==> src/rtl/multiword_add_seq_pkg.sv <==
`default_nettype none
// ============================================================================
// Module      : add_seq_pkg
// Description : Shared definitions for the multi-word add/subtract sequencer:
//               slice width and FSM state encoding.
// Revision    : 1.0 - initial release
// ============================================================================
package add_seq_pkg;

  // Width of the shared lookahead adder slice.
  localparam int SLICE_W = 8;

  // FSM state encoding (explicit width, legacy-compatible constants).
  typedef logic [1:0] state_t;
  localparam state_t ST_IDLE = 2'd0;
  localparam state_t ST_RUN  = 2'd1;
  localparam state_t ST_DONE = 2'd2;

endpackage
`default_nettype wire

==> src/rtl/multiword_add_seq_if.sv <==
`default_nettype none
// ============================================================================
// Module      : multiword_add_seq_if
// Description : Operand-request / result handshake bundle of the multi-word
//               add/subtract sequencer.
//               master : issue side + result consumer (drives in_valid, a, b,
//                        sub, out_ready)
//               slave  : the sequencer (drives in_ready, out_valid, result,
//                        carry_out, overflow[, zero])
//               Optional: ZERO_FLAG_EN adds the zero flag.
// Revision    : 1.0 - initial release
// ============================================================================
interface multiword_add_seq_if #(
  parameter int WIDTH = 32
);
  logic             in_valid;
  logic             in_ready;
  logic [WIDTH-1:0] a;
  logic [WIDTH-1:0] b;
  logic             sub;
  logic             out_valid;
  logic             out_ready;
  logic [WIDTH-1:0] result;
  logic             carry_out;
  logic             overflow;
`ifdef ZERO_FLAG_EN
  logic             zero;

  modport master (
    output in_valid, a, b, sub, out_ready,
    input  in_ready, out_valid, result, carry_out, overflow, zero
  );
  modport slave (
    input  in_valid, a, b, sub, out_ready,
    output in_ready, out_valid, result, carry_out, overflow, zero
  );
`else
  modport master (
    output in_valid, a, b, sub, out_ready,
    input  in_ready, out_valid, result, carry_out, overflow
  );
  modport slave (
    input  in_valid, a, b, sub, out_ready,
    output in_ready, out_valid, result, carry_out, overflow
  );
`endif
endinterface
`default_nettype wire

==> src/rtl/multiword_add_seq_add8_slice.sv <==
`default_nettype none
// ============================================================================
// Module      : add8_slice
// Description : Combinational 8-bit carry-lookahead adder slice.
//               Ports: a, b (8b), cin -> s (8b), cout.
//               Every carry, including cout, is a flat sum of products of
//               generate/propagate terms and cin, so cout depends on cin
//               (needed by the cross-slice carry chain in the sequencer).
// Revision    : 1.0 - initial release
// ============================================================================
module add8_slice
  import add_seq_pkg::*;
(
  input  wire logic [SLICE_W-1:0] a,
  input  wire logic [SLICE_W-1:0] b,
  input  wire logic               cin,
  output logic      [SLICE_W-1:0] s,
  output logic                    cout
);

  logic [SLICE_W-1:0] w_p;
  logic [SLICE_W-1:0] w_g;
  logic [SLICE_W:0]   w_c;
  logic               w_term;
  logic               w_acc;

  assign w_p = a ^ b;
  assign w_g = a & b;

  // c[i+1] = g[i] | p[i]g[i-1] | ... | p[i]..p[1]g[0] | p[i]..p[0]cin
  always_comb begin
    w_c    = '0;
    w_term = 1'b0;
    w_acc  = 1'b0;
    w_c[0] = cin;
    for (int i = 0; i < SLICE_W; i++) begin
      w_term = cin;
      for (int j = 0; j <= i; j++) w_term = w_term & w_p[j];
      w_acc = w_term;
      for (int j = 0; j <= i; j++) begin
        w_term = w_g[j];
        for (int k = j + 1; k <= i; k++) w_term = w_term & w_p[k];
        w_acc = w_acc | w_term;
      end
      w_c[i+1] = w_acc;
    end
  end

  assign s    = w_p ^ w_c[SLICE_W-1:0];
  assign cout = w_c[SLICE_W];

endmodule
`default_nettype wire

==> src/rtl/multiword_add_seq.sv <==
`default_nettype none
// ============================================================================
// Module      : multiword_add_seq
// Description : Multi-cycle add/subtract sequencer. One 8-bit lookahead slice
//               is time-shared across the WIDTH/SLICE words of the operands,
//               LSB word first, with the carry registered between words.
//               Ports: clock, reset (sync, active-high), bus (slave modport of
//               multiword_add_seq_if: in_valid/in_ready, a, b, sub,
//               out_valid/out_ready, result, carry_out, overflow[, zero]).
//               Optional: ZERO_FLAG_EN adds the registered zero flag.
// Revision    : 1.0 - initial release
// ============================================================================
module multiword_add_seq
  import add_seq_pkg::*;
#(
  parameter int WIDTH = 32,
  parameter int SLICE = SLICE_W   // must equal the slice adder width
) (
  input  wire logic          clock,
  input  wire logic          reset,
  multiword_add_seq_if.slave bus
);

  localparam int NSL = WIDTH / SLICE;
  localparam int CW  = (NSL > 1) ? $clog2(NSL) : 1;
  localparam logic [CW-1:0] LAST_CNT = CW'(NSL - 1);

  state_t           r_state;
  logic [CW-1:0]    r_cnt;
  logic [WIDTH-1:0] r_opa;
  logic [WIDTH-1:0] r_opb;      // already inverted for subtract
  logic             r_carry;    // carry between slices
  logic [WIDTH-1:0] r_result;
  logic             r_carry_out;
  logic             r_overflow;

  logic [SLICE-1:0] w_sa;
  logic [SLICE-1:0] w_sb;
  logic [SLICE-1:0] w_s;
  logic             w_cout;
  logic             w_last;
  logic             w_ovf;

  // Part-select mux feeds the current word to the single shared slice.
  assign w_sa   = r_opa[int'(r_cnt)*SLICE +: SLICE];
  assign w_sb   = r_opb[int'(r_cnt)*SLICE +: SLICE];
  assign w_last = (r_cnt == LAST_CNT);

  // Signed overflow: operands (after inversion) agree in sign but the top
  // slice's sum bit differs from it.
  assign w_ovf = (r_opa[WIDTH-1] == r_opb[WIDTH-1]) &&
                 (w_s[SLICE-1] != r_opa[WIDTH-1]);

  add8_slice u_slice (
    .a    (w_sa),
    .b    (w_sb),
    .cin  (r_carry),
    .s    (w_s),
    .cout (w_cout)
  );

  always_ff @(posedge clock) begin
    if (reset) begin
      r_state     <= ST_IDLE;
      r_cnt       <= '0;
      r_opa       <= '0;
      r_opb       <= '0;
      r_carry     <= 1'b0;
      r_result    <= '0;
      r_carry_out <= 1'b0;
      r_overflow  <= 1'b0;
    end else begin
      case (r_state)
        ST_IDLE: begin
          if (bus.in_valid) begin
            r_opa   <= bus.a;
            r_opb   <= bus.sub ? ~bus.b : bus.b;
            r_carry <= bus.sub;   // +1 completes the two's complement
            r_cnt   <= '0;
            r_state <= ST_RUN;
          end
        end
        ST_RUN: begin
          r_result[int'(r_cnt)*SLICE +: SLICE] <= w_s;
          r_carry <= w_cout;
          if (w_last) begin
            r_carry_out <= w_cout;
            r_overflow  <= w_ovf;
            r_state     <= ST_DONE;
          end else begin
            r_cnt <= r_cnt + 1'b1;
          end
        end
        ST_DONE: begin
          if (bus.out_ready) r_state <= ST_IDLE;
        end
        default: r_state <= ST_IDLE;
      endcase
    end
  end

  assign bus.in_ready  = (r_state == ST_IDLE);
  assign bus.out_valid = (r_state == ST_DONE);
  assign bus.result    = r_result;
  assign bus.carry_out = r_carry_out;
  assign bus.overflow  = r_overflow;

`ifdef ZERO_FLAG_EN
  logic r_zacc;   // OR of all slice sums produced so far
  logic r_zero;

  always_ff @(posedge clock) begin
    if (reset) begin
      r_zacc <= 1'b0;
      r_zero <= 1'b0;
    end else if (r_state == ST_IDLE && bus.in_valid) begin
      r_zacc <= 1'b0;
    end else if (r_state == ST_RUN) begin
      r_zacc <= r_zacc | (|w_s);
      if (w_last) r_zero <= ~(r_zacc | (|w_s));
    end
  end

  assign bus.zero = r_zero;
`endif

endmodule
`default_nettype wire

==> src/flat_wrapper.sv <==
// flat-port wrapper written by rule: the top's interface ports become plain ports
module multiword_add_seq_flat import add_seq_pkg::*;
#(
  parameter int WIDTH = 32,
  parameter int SLICE = SLICE_W                                      
)
  (clock, reset, bus_in_valid, bus_a, bus_b, bus_sub, bus_out_ready, bus_in_ready, bus_out_valid, bus_result, bus_carry_out, bus_overflow);
  multiword_add_seq_if #(.WIDTH(WIDTH)) bus_i ();
  input  wire logic clock;
  input  wire logic reset;
  input wire logic [$bits(bus_i.in_valid)-1:0] bus_in_valid;
  input wire logic [$bits(bus_i.a)-1:0] bus_a;
  input wire logic [$bits(bus_i.b)-1:0] bus_b;
  input wire logic [$bits(bus_i.sub)-1:0] bus_sub;
  input wire logic [$bits(bus_i.out_ready)-1:0] bus_out_ready;
  output wire logic [$bits(bus_i.in_ready)-1:0] bus_in_ready;
  output wire logic [$bits(bus_i.out_valid)-1:0] bus_out_valid;
  output wire logic [$bits(bus_i.result)-1:0] bus_result;
  output wire logic [$bits(bus_i.carry_out)-1:0] bus_carry_out;
  output wire logic [$bits(bus_i.overflow)-1:0] bus_overflow;
  assign bus_i.in_valid = bus_in_valid;
  assign bus_i.a = bus_a;
  assign bus_i.b = bus_b;
  assign bus_i.sub = bus_sub;
  assign bus_i.out_ready = bus_out_ready;
  assign bus_in_ready = bus_i.in_ready;
  assign bus_out_valid = bus_i.out_valid;
  assign bus_result = bus_i.result;
  assign bus_carry_out = bus_i.carry_out;
  assign bus_overflow = bus_i.overflow;
  multiword_add_seq #(.WIDTH(WIDTH), .SLICE(SLICE)) u_core (.clock(clock), .reset(reset), .bus(bus_i));
endmodule
==> config.mk <==
export PLATFORM = sky130hd
export DESIGN_NAME = multiword_add_seq_flat
export DESIGN_NICKNAME = d
export VERILOG_FILES = /design/src/rtl/multiword_add_seq_pkg.sv /design/src/rtl/multiword_add_seq_if.sv /design/src/rtl/multiword_add_seq_add8_slice.sv /design/src/rtl/multiword_add_seq.sv /design/src/flat_wrapper.sv
export SDC_FILE = /design/constraint.sdc
export NUM_CORES = 1
export LEC_CHECK = 0
export BUFFER_PORTS_ARGS = -buffer_cell sky130_fd_sc_hd__buf_2
export CORE_UTILIZATION = 55
export DETAILED_ROUTE_END_ITERATION = 12
export PLACE_DENSITY = 0.81
export SYNTH_ARGS = -nofsm -noshare
export SYNTH_HDL_FRONTEND = slang
export SYNTH_SLANG_ARGS = --single-unit
==> constraint.sdc <==
create_clock -name clock -period 8.8 [get_ports clock]
set_clock_uncertainty 0.1 [all_clocks]
set_input_delay 1.32 -clock clock [delete_from_list [all_inputs] [get_ports clock]]
set_output_delay 1.32 -clock clock [all_outputs]
set_load 0.02 [all_outputs]
# Yosys cells after proc, flatten, opt, wreduce, memory -nomap -nowiden
# Cells that the tools add are included.
# W data, S select, Z words.
# op_classes
add_sub_neg,2
multipliers,0
div_mod_pow,0
n_lt_le_gt_ge,0
eq_ne,9
shifts,4
n_mux,11
bitwise,76
n_reduce_logical,8
# op_table
op,count
$shiftx A32 B6 Y8,2
$and A1 B1 Y1,36
$or A1 B1 Y1,36
$neg A5 Y33,1
$shift A8 B33 Y32 const A,1
$shiftx A8 B33 Y32,1
$bwmux W32,1
$mux W32,1
$not A32 Y32,1
$xor A8 B8 Y8,2
$mux W2,5
$and A8 B8 Y8,1
$ne A2 B2 Y1 const B,3
$pmux W2 S3,1
$reduce_and A2 Y1,3
$reduce_and A3 Y1,2
$eq A2 B2 Y1 const B,2
$pmux W2 S2,1
$add A2 B1 Y2 const B,1
$eq A2 B1 Y1 const B,1
$logic_not A2 Y1,1
$ne A2 B1 Y1 const B,1
$pmux W1 S2,1
$reduce_bool A2 Y1,1
4 further kinds,4
# totals
reg_bits,103
latchBits,0
ram_bits,0
romBits,0
inputBits,69
out_inout_bits,36
word_cells,118
n_memories,0

# Depth between registers and ports, before layout
# depth
depth_word,19
depth_mapped,10
mapped_depth_nobuf,8

# By module
# A second synthesis with hierarchy kept.
# unflattened
hier_cells,489
area_unflattened_um2,4699.5
# by_module_without_submodules
module,n_inst,cells_each,area_per_inst_um2,seq_area_each_um2
multiword_add_seq,1,450,4371.7,2062.0
add8_slice,1,39,327.8,0.0

# Least setup slack after synthesis
# No wires, ideal clock.
# synth_path
path_kind,register -> register
from,reg u_core.r_cnt[1]
to,reg u_core.r_overflow (netlist: u_core.bus.overflow)
setup_ps,86
t_arrival_ps,3084
required_ps,8614
slack_ps,5530
stages_incl_launch_ff,11
n_path_buf,2
synth_period_minus_slack_ps,3270
cell_sequence,dfxtp_1 > clkbuf_1 > buf_1 > mux4_2 > ha_1 > ha_1 > o211ai_1 > a21oi_1 > o41ai_4 > a311oi_1 > a211oi_1
# synth_between
elab_chain_len,19
elab_cells_between_ends,44
cone_classes,eq/ne (2); shift (2); bitwise (38); reduce/logical (2)
# synth_lines
element,line,text
start: declaration,multiword_add_seq.sv:29,logic [CW-1:0] r_cnt;
start signal: assignment,multiword_add_seq.sv:91,r_cnt <= r_cnt + 1'b1;
$shiftx A32 B6 Y8 (on tied branches),"multiword_add_seq.sv:45, multiword_add_seq.sv:46",
$xor A8 B8 Y8,multiword_add_seq_add8_slice.sv:27,assign w_p = a ^ b;
$and A1 B1 Y1 (7 in series),multiword_add_seq_add8_slice.sv:38,for (int j = 0; j <= i; j++) w_term = w_term & w_p[j];
$or A1 B1 Y1 (7 in series),multiword_add_seq_add8_slice.sv:43,w_acc = w_acc | w_term;
$xor A8 B8 Y8,multiword_add_seq_add8_slice.sv:49,assign s = w_p ^ w_c[SLICE_W-1:0];
$ne A1 B1 Y1,multiword_add_seq.sv:52,(w_s[SLICE-1] != r_opa[WIDTH-1]);
$logic_and A1 B1 Y1,multiword_add_seq.sv:51,assign w_ovf = (r_opa[WIDTH-1] == r_opb[WIDTH-1]) &&
end signal: assignment,multiword_add_seq.sv:88,r_overflow <= w_ovf;
end: declaration,multiword_add_seq.sv:35,logic r_overflow;
# Parallel ways exist; a longest one is shown, timed or not.
# A chain may end at the register's enable or synchronous reset.

# Worst setup path in the final report
# Same ends and word-level chain as after synthesis.

==> metrics.md <==
| Metric | Value |
|---|---|
| Gate Count Post-Synth | `about 500` |
| Slowest-stage cell, CP | `dfxtp_1` |
| CTS clk-pin slew, worst paths | `0.11 ns` |
| Fmax | `around 270 MHz` |
| Cts hold-fix bufs | `0` |
| Ys Warns | `0` |
| Post-Synth Simple-Gate Area | `roughly 16%` |
| Synth Area in Compound Gates | `a little under a fifth` |
| Starting density of the core | `between 50% and 60%` |
| Synth cell types | `41` |
| Maximum number of pins on one net before global-route repair | `approximately 100` |
| Die area | `between 8000 and 9000 um^2` |
| Resized cells post-CTS | `0` |
| Mux contribution to synthesized area | `7.66%` |
| Cells along the critical path | `mux4_2 > ha_1 > ha_1 > o211ai_1 > a21oi_1 > o41ai_4 > a311oi_1 > a211oi_1` |
| Critical path's most frequent cell | `ha_1` |
| Most common cell after layout, fill and taps aside | `buf_2` |
| CP startpoint kind | `register` |
| Worst path max stage delay | `1.00 ns` |
| Grt ovf | `0` |
| Post-Syn Nets | `approximately 600` |
| Synth Area in XOR/XNOR | `approximately 6.7%` |
| Final Instance Area | `5480 um^2` |
| Reg2reg path depth | `8` |
| Status | `finished, final reports clean` |
| Max cap viols | `0` |
| Hold Path Class | `register to register` |
| Setup CP Type | `register to register` |
| Worst hold margin | `0.356 ns` |
| Root buf cell | `clkbuf_8` |
| Routed length per instance | `15.4 um` |
| GR Layer Usage met1 | `32.5%` |
| Worst-margin pin slew | `about 1.0 ns` |
| Async SR Flop Fraction | `0%` |
| Antenna diodes | `0` |
| Share of cells above drive strength 1 | `25.3%` |
| First-pass GRT wire length | `roughly 18 mm` |
| Met3 usage | `under 10%` |
| DRT antenna net count | `0` |
| Leak | `about 2.2 nW` |
| Hold Path Stages | `2` |
| Worst skew pair latency | `~0.38 ns` |
| R2R Path End | `u_core.bus.overflow` |
| Pre-antenna DRT Iters | `4` |
| Register bit total from synthesis | `103` |
| Hold Path End | `u_core.bus.result[6]` |
| Die Ht | `94.5 um` |
| Residual DRC count | `0` |
| Ports | `~110` |
| Critical-path maximum fanout | `21` |
| Worst vdd ir | `around 0.10 mV` |
| FILL cells | `approximately 660` |
| Clock Sink Count | `between 100 and 150` |
| Min Tclk post-route | `between 3 and 4 ns` |
| Slew Limit Headroom | `between 30% and 40%` |
| Setup violations, final | `0` |
| Final slew viol count | `0` |
| RSZ-0062 raised after global routing | `false` |
| Critical path origin | `u_core.r_cnt[1]` |
| Tot GR Track Use | `25.6%` |
| PwrDens | `184 nW/um^2` |
| Vias in the first global route | `roughly 3700` |
| Worst R2R Start | `u_core.r_cnt[1]` |
| Sequential cell area fraction in the yosys report | `43.8%` |
| Row Count | `33` |
| WL final | `10.7 mm` |
| DR iter-0 viols | `between 200 and 300` |
| Arrival @ worst endpoint | `between 3 and 4 ns` |
| Port bufs | `104` |
| H-tree depth | `3` |
| Placed Cells | `~680` |
| # Post-CTS Setup Buffers | `0` |
| R2R setup slack | `between 5 and 6 ns` |
| Critical path required time | `~9.0 ns` |
| Top FF cell, synth | `dfxtp_1` |
| GRT met2 Usage | `around two fifths` |
| Largest family of logic cells by synthesized area | `compound AO/OA/AOI/OAI gates` |
| Via Count | `between 3000 and 4000` |
| Tcrit/Tclk final | `a little over two fifths` |
| Area Growth Syn to Fin | `16.5%` |
| RePlAce Congestion | `about 0.8` |
| Critical Path Sink Type | `register` |
| Number of synthesized flops with an enable pin | `0` |
| Synth Area in Adders | `~4.4%` |
| Routed vias/inst | `between 5 and 6` |
| DP Area | `about 5200 um^2` |
| Global routing's busiest layer | `met2` |
| Cts bufs inserted | `9` |
| Cell Count, Final, Fillers Out | `695` |
| CTS Buffer Depth | `2` |
| Final #Nets | `670` |
| Initial antenna violation count | `0` |
| Final Hold Fails | `0` |
| Post-DP HPWL | `approximately 7.6 mm` |
| Hold Path Origin | `u_core.bus.result[6]` |
| Commonest non-fill, non-tap cells in the layout | `buf_2 (104), dfxtp_1 (103), nand2_1 (74), nor2_1 (69), a21oi_1 (45)` |
| Post-Syn Area | `~4700 um^2` |
| Std-Cell Core Area | `approximately 8300 um^2` |
| Die X | `between 90 and 100 um` |
| CTS tree | `built` |
| Setup TNS | `0 ns` |
| Syn avg cell area | `about 9.4 um^2` |
-- final cells by class --
cell class | count | area, um^2 | area share [%]
clock buffers | 9 | 124 | 2.26
inverters | 6 | 22.5 | 0.411
well taps | 105 | 131 | 2.40
repair buffers | 107 | 543 | 9.90
multi-input cells | 358 | 2490 | 45.3
clock inverters | 7 | 114 | 2.08
flip-flops and latches | 103 | 2060 | 37.6
-- logic make-up after synthesis --
logic type      Yosys count
flops                   103
fa+ha+maj                16
mux                      16
buf+inv                  40
simple gates            166
compound gates          124
xor+xnor                 36
-- worst max-delay path by stage --
stage	endpoint	cells after the start
2_1_floorplan	u_core.bus.overflow	10
3_3_place_gp	u_core.bus.overflow	8
3_5_place_dp	u_core.bus.overflow	8
4_1_cts	u_core.bus.overflow	8
5_1_grt	u_core.bus.overflow	8
6_report	u_core.bus.overflow	8
-- power breakdown --
part	switching [mW]	internal (mW)	total, mW
logic	0.0931	0.0679	0.161
clock network	0.177	0.167	0.344
registers	0.0155	0.490	0.505
total	0.286	0.725	1.01
-- routing by layer --
| layer | share of wire (%) | vias to the layer above |
|---|---|---|
| met5 | 0 | - |
| met2 | 47 | 125 |
| met4 | 2.9 | 0 |
| li1 | - | 1947 |
| met3 | 6.0 | 27 |
| met1 | 44 | 1778 |
-- critical path: cells and delay by family, from the launching register on --
| family | cells | cell delay [ns] |
|---|---|---|
| AOI/OAI and AO/OA | 5 | 1.36 |
| muxes | 1 | 0.64 |
| DFF | 1 | 1.00 |
| adders and majority gates | 2 | 0.50 |
-- Yosys cell counts (all sizes together) (4+ instances only) --
library cell,count,share of area (%)
nor2,69,5.5
ha,15,4.0
buf,8,0.80
a22oi,25,4.0
nand2,76,6.2
clkbuf,26,2.1
inv,6,0.48
a211oi,35,5.6
a32oi,4,0.74
dfxtp,103,44
xnor2,33,6.1
a21oi,45,4.8
nand4,5,0.66
mux4,16,7.7
-- through the flow --
step           setup WS [ns]  utilization, %  total power, mW
3_5_place_dp            5.15            63.5            0.677
6_report                5.13            66.4             1.01
4_1_cts                 5.13            66.4             1.01
3_3_place_gp            5.26            63.5            0.670
5_1_grt                 4.94            66.4             1.06
2_1_floorplan           5.53               -            0.627
-- sequential cells by signal, summed over array words and instances (netlist names) --
signal,cells
u_core.bus.result,32
u_core.r_opa,32
u_core.r_opb,32
u_core.r_cnt,2
u_core.r_state,2
u_core.bus.carry_out,1
u_core.bus.overflow,1
u_core.r_carry,1
No activity file was read; power rests on OpenSTA's default activity.
